`src/rtl/arb8way16.sv`:
```
// Round-robin arbiter: 8 requesters onto one 16-bit bus, bursts up to BURST beats per grant.
// Latency: grant one edge after req seen in IDLE; out is combinational from a..h via registered sel.
// Backpressure: out_ready=0 freezes grant, beat count and sel; out keeps tracking the selected input.

module mux8way16 (
  input  logic [2:0]  sel,
  input  logic [15:0] a,
  input  logic [15:0] b,
  input  logic [15:0] c,
  input  logic [15:0] d,
  input  logic [15:0] e,
  input  logic [15:0] f,
  input  logic [15:0] g,
  input  logic [15:0] h,
  output logic [15:0] out
);
  // Pure 8:1 select of the data words
  always_comb begin
    out = a;
    case (sel)
      3'd0: out = a;
      3'd1: out = b;
      3'd2: out = c;
      3'd3: out = d;
      3'd4: out = e;
      3'd5: out = f;
      3'd6: out = g;
      3'd7: out = h;
      default: out = a;
    endcase
  end
endmodule

module arb8way16 #(
  parameter int BURST = 4
) (
  input  logic        clk,
  input  logic        rst_n,
  input  logic [7:0]  req,
  input  logic [15:0] a,
  input  logic [15:0] b,
  input  logic [15:0] c,
  input  logic [15:0] d,
  input  logic [15:0] e,
  input  logic [15:0] f,
  input  logic [15:0] g,
  input  logic [15:0] h,
  input  logic        out_ready,
  output logic [15:0] out,
  output logic        out_valid,
  output logic [7:0]  gnt,
  output logic [2:0]  sel,
  output logic        busy
);

  typedef enum logic {IDLE, GRANT} state_t;

  state_t     state;
  logic [2:0] ptr;
  logic [3:0] beat;
  logic [2:0] winner;
  logic       found;
  logic       fire;
  logic       last_beat;

  mux8way16 u_mux (
    .sel (sel),
    .a   (a),
    .b   (b),
    .c   (c),
    .d   (d),
    .e   (e),
    .f   (f),
    .g   (g),
    .h   (h),
    .out (out)
  );

  assign busy      = (state == GRANT);
  assign out_valid = busy && req[sel];
  assign fire      = out_valid && out_ready;
  assign last_beat = (beat == 4'(BURST - 1));

  // First asserted request searching upward from ptr, wrapping 7->0
  always_comb begin
    winner = ptr;
    found  = 1'b0;
    for (int i = 0; i < 8; i++) begin
      logic [2:0] idx;
      idx = ptr + 3'(i);
      if (!found && req[idx]) begin
        winner = idx;
        found  = 1'b1;
      end
    end
  end

  // Arbitration FSM; sel survives release so the bus keeps showing the last owner
  always_ff @(posedge clk) begin
    if (!rst_n) begin
      state <= IDLE;
      gnt   <= 8'h00;
      sel   <= 3'd0;
      ptr   <= 3'd0;
      beat  <= 4'd0;
    end else begin
      case (state)
        IDLE: begin
          if (found) begin
            state <= GRANT;
            gnt   <= 8'(1) << winner;
            sel   <= winner;
            beat  <= 4'd0;
          end
        end
        GRANT: begin
          if (!req[sel] || (fire && last_beat)) begin
            state <= IDLE;
            gnt   <= 8'h00;
            beat  <= 4'd0;
            ptr   <= sel + 3'd1;
          end else if (fire) begin
            beat <= beat + 4'd1;
          end
        end
        default: begin
          state <= IDLE;
          gnt   <= 8'h00;
        end
      endcase
    end
  end

endmodule
```
`config.mk`:
```
export PLATFORM = sky130hd
export DESIGN_NAME = arb8way16
export DESIGN_NICKNAME = d
export VERILOG_FILES = /design/src/rtl/arb8way16.sv
export SDC_FILE = /design/constraint.sdc
export NUM_CORES = 1
export LEC_CHECK = 0
export ABC_AREA = 1
export BUFFER_PORTS_ARGS = -buffer_cell sky130_fd_sc_hd__buf_2
export CORE_ASPECT_RATIO = 1.4
export CORE_MARGIN = 2
export CORE_UTILIZATION = 47
export CTS_CLUSTER_DIAMETER = 40
export DETAILED_ROUTE_END_ITERATION = 16
export PLACE_DENSITY = 0.88
export REMOVE_ABC_BUFFERS = 1
export SETUP_SLACK_MARGIN = 0.2
export SKIP_CTS_REPAIR_TIMING = 1
export SYNTH_ARGS = -nofsm -noshare
export SYNTH_HDL_FRONTEND = slang
export SYNTH_SLANG_ARGS = --single-unit
```
`constraint.sdc`:
```
create_clock -name clk -period 8.6 [get_ports clk]
set_input_delay 1.72 -clock clk [delete_from_list [all_inputs] [get_ports clk]]
set_output_delay 1.72 -clock clk [all_outputs]
set_load 0.05 [all_outputs]
```
==> reports/results.ini, run 1 <==
[synthesis]
synth_xor_xnor_area_share_pct=0.619
synth_fa_ha_area_share_pct=4.29
netlist_instances=436
synthFlopType=dfxtp_1
yosys_warnings=0
yosys.area.top_type_share_pct=17.5
synth_area_leaders=nand3_1 18%, dfxtp_1 14%, nand2_1 14%
ys_ff_latch=19
synth_top_family_by_area=simple AND/OR/NAND/NOR gates
ys_seq_area_share_pct=14.5
ys_async_sr_fraction_pct=0
synth_compound_area_share_pct=24.5
synth_area_per_cell_um2=6.02
ys_types=38
yosys.area.top_type=nand3_1
synth_mux_area_share_pct=0
syn_area_um2=2630
synth-edff-count=0
synthSimpleGateAreaFrac_pct=45.3

[place]
portBuffers=167
pre_cts_slack_ns=3.28
postPlaceCellArea_um2=3460
gp_congestion=0.941
hpwl_mm=8.93

[pwr]
cellPowerDensity_nw_per_um2=450
clockPowerShare_pct=4.0
p_switching_uw=1080
combPwrFrac_pct=85.5
p_seq_share_pct=10.5
p_int_uw=500
p_sw_share_pct=68.3
ir_worst_vdd_uv=444
p_leak_uw=0.00185

[worst_hold_path]
min_path_type=register to register
hold_end=gnt[6]
hold_depth=2
hold_start=gnt[6]

[global_route]
grt.total_usage_pct=33.9
grt_overflow=0
grt_max_degree=28
first_global_vias=3471
grt_pass1_wl_mm=16.2
antenna_found_initial=0

[layout]
design_area_um2=3500
area_growth_pct=33.4
drive_gt1_share_pct=36.0
layout_commonest_cell=buf_2
nNetsFinal=735
most-common-layout-cells=167 x buf_2, 97 x nand2_1, 92 x nand3_1, 38 x inv_1, 28 x a21oi_1
n_antenna_cell=0

[routing]
first_pass_iters=5
ant_nets=0
viasPerCell=5.89
vias=3851
wire_per_inst_um=16.9
drc=0
wirelength_mm=11.0
drt_iter0_markers=298

[setup_path]
path_cells=clkinv_1, ha_1, nor4_2, buf_4, nand3_1, nand3_1, buf_2
crit_fanout=27
r2r-start=ptr[0]
worst_setup_path_end_kind=output port
cp.arrival_ns=4.02
r2r_cells=16
cp-start-kind=register
crit_type=register to output port
r2r_slack_ns=5.39
crit_top_cell=nand3_1
cp.required_ns=6.88
rr_endpoint=gnt[1]
slowest_stage=dfxtp_1
max_stage_delay_ns=0.91

[floorplanning]
start_util_pct=48.2
dieArea_um2=6210
ios=168
rows=32
die_y_um=92.4
core-area_um2=5450
fp.dieW_um=67.2

[clocking]
cts_buffers=3
cts.sinks=19
clk-insertion-delay-late_ns=0.26
cts_root_buf=clkbuf_8
path_clk_slew_ns=0.07
htree_num_levels=1
cts_buffer_depth=2
cts_tree=done

[sta]
setup_violations=0
timing.setup.tns_ns=0
tightestPinTransition_ns=0.894
fin_ws_ns=2.86
slew_headroom_pct=40.3
slew_viol_final=0
max_freq_ghz=0.174
rsz0062_at_grt=no
post-route-min-period_ns=5.74
hold_viol_final=0
period_share_pct=66.8
finClkSkew_ns=0.00143

[outcome]
status=completed

[job]
cap_viol_max_count=0

==> cells in the mapped netlist, types with 2 or more instances <==
| cell | n |
|---|---|
| nand3_1 | 92 |
| ha_1 | 9 |
| nand2_1 | 97 |
| buf_2 | 2 |
| a32o_1 | 12 |
| clkbuf_1 | 17 |
| a221oi_1 | 19 |
| a31o_2 | 2 |
| nand2_2 | 11 |
| inv_1 | 38 |
| nor3_1 | 2 |
| a21oi_1 | 28 |
| nand3_2 | 3 |
| nor2_2 | 3 |
| o21ai_1 | 2 |
| nor2_4 | 3 |
| dfxtp_1 | 19 |
| o221ai_1 | 2 |
| clkinv_1 | 3 |
| nor2_1 | 16 |
| a21oi_2 | 2 |
| nand4_1 | 9 |
| buf_6 | 2 |
| o21ai_0 | 25 |
| inv_2 | 5 |
==> kinds of logic after synthesis <==
group / after synthesis
adder cells (fa/ha/maj): 9
AO/OA/AOI/OAI: 95
XOR/XNOR: 1
buffers and inverters: 69
flip-flops: 19
AND/OR/NAND/NOR: 243
==> worst max-delay path, delay by kind of cell, from the launching register on <==
| kind | cells | cell delay (ns) |
|---|---|---|
| buf+inv | 3 | 1.28 |
| simple gates | 3 | 0.92 |
| flops | 1 | 0.91 |
| fa+ha+maj | 1 | 0.65 |
==> worst max path at each step <==
stage / start / end / cells after the start
floorplan: sel[2] / out[0] / 5
global placement: sel[2] / out[4] / 7
detailed placement: sel[2] / out[4] / 7
CTS: sel[2] / out[4] / 7
global route: sel[2] / out[4] / 7
finish: sel[2] / out[4] / 7
==> registers in the layout, indices dropped and copies added (netlist names) <==
signal  cells
sel         3
beat        4
ptr         3
gnt         8
busy        1
==> cell type report <==
type / count / area (um^2)
Fill cell: 524 / 1940
Timing Repair Buffer: 168 / 843
Tap cell: 68 / 85.1
Multi-Input combinational cell: 348 / 1970
Clock buffer: 3 / 41.3
Inverter: 47 / 179
Clock inverter: 1 / 5.00
Sequential cell: 19 / 380
==> stage by stage <==
stage,hold WS (ns),std cells,utilization (%),power (uW)
final,0.467,654,64.3,1580
after global routing,0.495,654,64.3,1680
after CTS,0.471,654,64.3,1550
after detailed placement,0.461,650,63.5,1490
after global placement,0.451,650,63.5,1460
after floorplan,0.467,414,-,1160
==> layer usage <==
metal | GRT usage, % | vias to the layer above | part of all wire [%]
met5 | 0 | - | 0
met4 | 17.2 | 0 | 4.7
met3 | 7.17 | 45 | 10
met2 | 58.0 | 238 | 48
met1 | 38.5 | 1731 | 37
li1 | - | 1837 | -
==> power by group through the flow <==
stage | registers (uW) | logic [uW] | clock network (uW)
after floorplan | 218 | 941 | 0
after global placement | 164 | 1300 | 0
after detailed placement | 166 | 1320 | 0
after CTS | 164 | 1330 | 63.0
after global routing | 171 | 1440 | 66.0
final | 166 | 1350 | 63.2
(Power assumes the default switching activity.)
==> run 2: changes to the inputs <==
Settings changed: ABC_AREA 1 to 0, CORE_UTILIZATION 47 to 45, PLACE_DENSITY 0.88 to 0.83.
Clock period 8.6 ns to 5.72 ns, I/O delays scaled along.
==> reports/results.ini, run 2 <==
[outcome]
status=completed

[layout]
drive_gt1_share_pct=48.7
area_growth_pct=32.5
multi_input_area_um2=2230
regMostFlops=gnt
fillers=541
reg.largest.list=gnt x8, beat x4
largest_register_ffs=8
design_area_um2=3640
nNetsFinal=615
layout_commonest_cell=buf_2
most-common-layout-cells=167 x buf_2, 34 x nand2_1, 30 x nor2_1, 24 x mux2_2, 20 x a222oi_1
seqCellArea_um2=380

[floorplanning]
start_util_pct=46.9
die_y_um=96.5
dieArea_um2=6760
ios=168
core-area_um2=5860
fp.dieW_um=70.1
rows=33

[synthesis]
ys_seq_area_share_pct=13.8
ys_types=61
netlist_instances=316
synth-edff-count=0
synth_area_leaders=dfxtp_1 14%, mux4_2 13%, mux2_2 9.8%
synthFlopType=dfxtp_1
synth_area_per_cell_um2=8.70
yosys.area.top_type_share_pct=13.8
ys_ff_latch=19
yosys.area.top_type=dfxtp_1
yosys_warnings=0
yosysMostFrequentCell=nand2_1
ys_async_sr_fraction_pct=0
syn_area_um2=2750
synth_common_cells=34 x nand2_1, 30 x nor2_1, 24 x mux2_2

[global_route]
grt_max_degree=31
antenna_found_initial=5
first_global_vias=3227
grt.total_usage_pct=32.1
grt_pass1_wl_mm=16.9
grt_overflow=0

[clocking]
htree_num_levels=1
path_clk_slew_ns=0.08
clk-insertion-delay-late_ns=0.26
cts_buffers=3
cts.sinks=19
cts_tree=done
cts_root_buf=clkbuf_8
cts_buffer_depth=2

[setup_path]
crit_fanout=30
cp.arrival_ns=3.15
worst_setup_path_end_kind=output port
cp.required_ns=4.58
crit_type=register to output port
cp-start-kind=register

[routing]
wire_per_inst_um=20.8
vias=3445
drt_iter0_markers=458
wirelength_mm=11.2
first_pass_iters=8
ant_nets=0
drc=0
viasPerCell=6.39

[sta]
slew_headroom_pct=37.9
setup_violations=0
rsz0062_at_grt=no
slew_viol_final=0
timing.setup.tns_ns=0
finClkSkew_ns=0.00584
hold_viol_final=0
period_share_pct=75.1
post-route-min-period_ns=4.29
max_freq_ghz=0.233
tightestPinTransition_ns=0.929

[worst_hold_path]
min_path_type=register to register

[place]
postPlaceCellArea_um2=3590
gp_congestion=1.03
portBuffers=167
hpwl_mm=9.10

[job]
cap_viol_max_count=0

[pwr]
power.total_uw=1890
p_leak_uw=0.00164
cellPowerDensity_nw_per_um2=519
ir_worst_vdd_uv=495

==> run 2: metal layers <==
metal	track usage, %	vias up	share of wire [%]
met3	9.02	33	13
met4	10.7	6	2.8
li1	-	1560	-
met1	38.3	1589	36
met5	0	-	0.30
met2	56.0	257	48
==> run 2: power by group <==
part | internal (uW) | switching [uW]
logic | 514 | 1090
clock network | 48.4 | 45.6
registers | 161 | 33.9
total | 723 | 1170
==> run 2: worst max-delay path, cell delays in order, from the launching register on <==
cell and delay [ns]:
dfxtp_1 0.48, inv_1 0.14, ha_1 0.32, and2_1 0.33
nor3_1 0.18, nand2_1 0.57, a41oi_1 0.54, buf_2 0.33
==> run 2: cell families after synthesis <==
group | count (synthesis) | share of synthesized area (%)
AOI/OAI and AO/OA | 93 | 27.5
xor gates and xnor gates | 8 | 2.82
adders and majority gates | 9 | 4.09
buffers and inverters | 33 | 5.10
DFF | 19 | 13.8
muxes | 55 | 29.3
and+or+nand+nor | 99 | 17.4
==> run 2: cell type report <==
class | instances | share of cell area, %
multi-input cells | 264 | 61.2
clock inverters | 1 | 0.137
clock buffers | 3 | 1.13
flip-flops and latches | 19 | 10.4
well taps | 70 | 2.40
inverters | 9 | 0.927
repair buffers | 170 | 23.6
diodes | 3 | 0.206
==> run 2: final timing paths <==
kind	start	to	slack, ns	cells after the start
worst max-delay path	sel[0]	out[9]	1.43	7
worst min-delay path	gnt[5]	gnt[5]	0.46	2
worst max register to register	ptr[1]	gnt[4]	1.91	11
worst min register to register	gnt[5]	gnt[5]	0.46	2
==> run 2: per-stage QoR <==
| step | worst slack (ns) | hold slack (ns) | util, % | instances |
|---|---|---|---|---|
| floorplan | 1.15 | 0.480 | - | 292 |
| global placement | 1.84 | 0.435 | 61.2 | 532 |
| detailed placement | 1.77 | 0.441 | 61.2 | 532 |
| CTS | 1.50 | 0.457 | 62.0 | 536 |
| global route | 1.12 | 0.479 | 62.0 | 536 |
| finish | 1.43 | 0.457 | 62.1 | 539 |
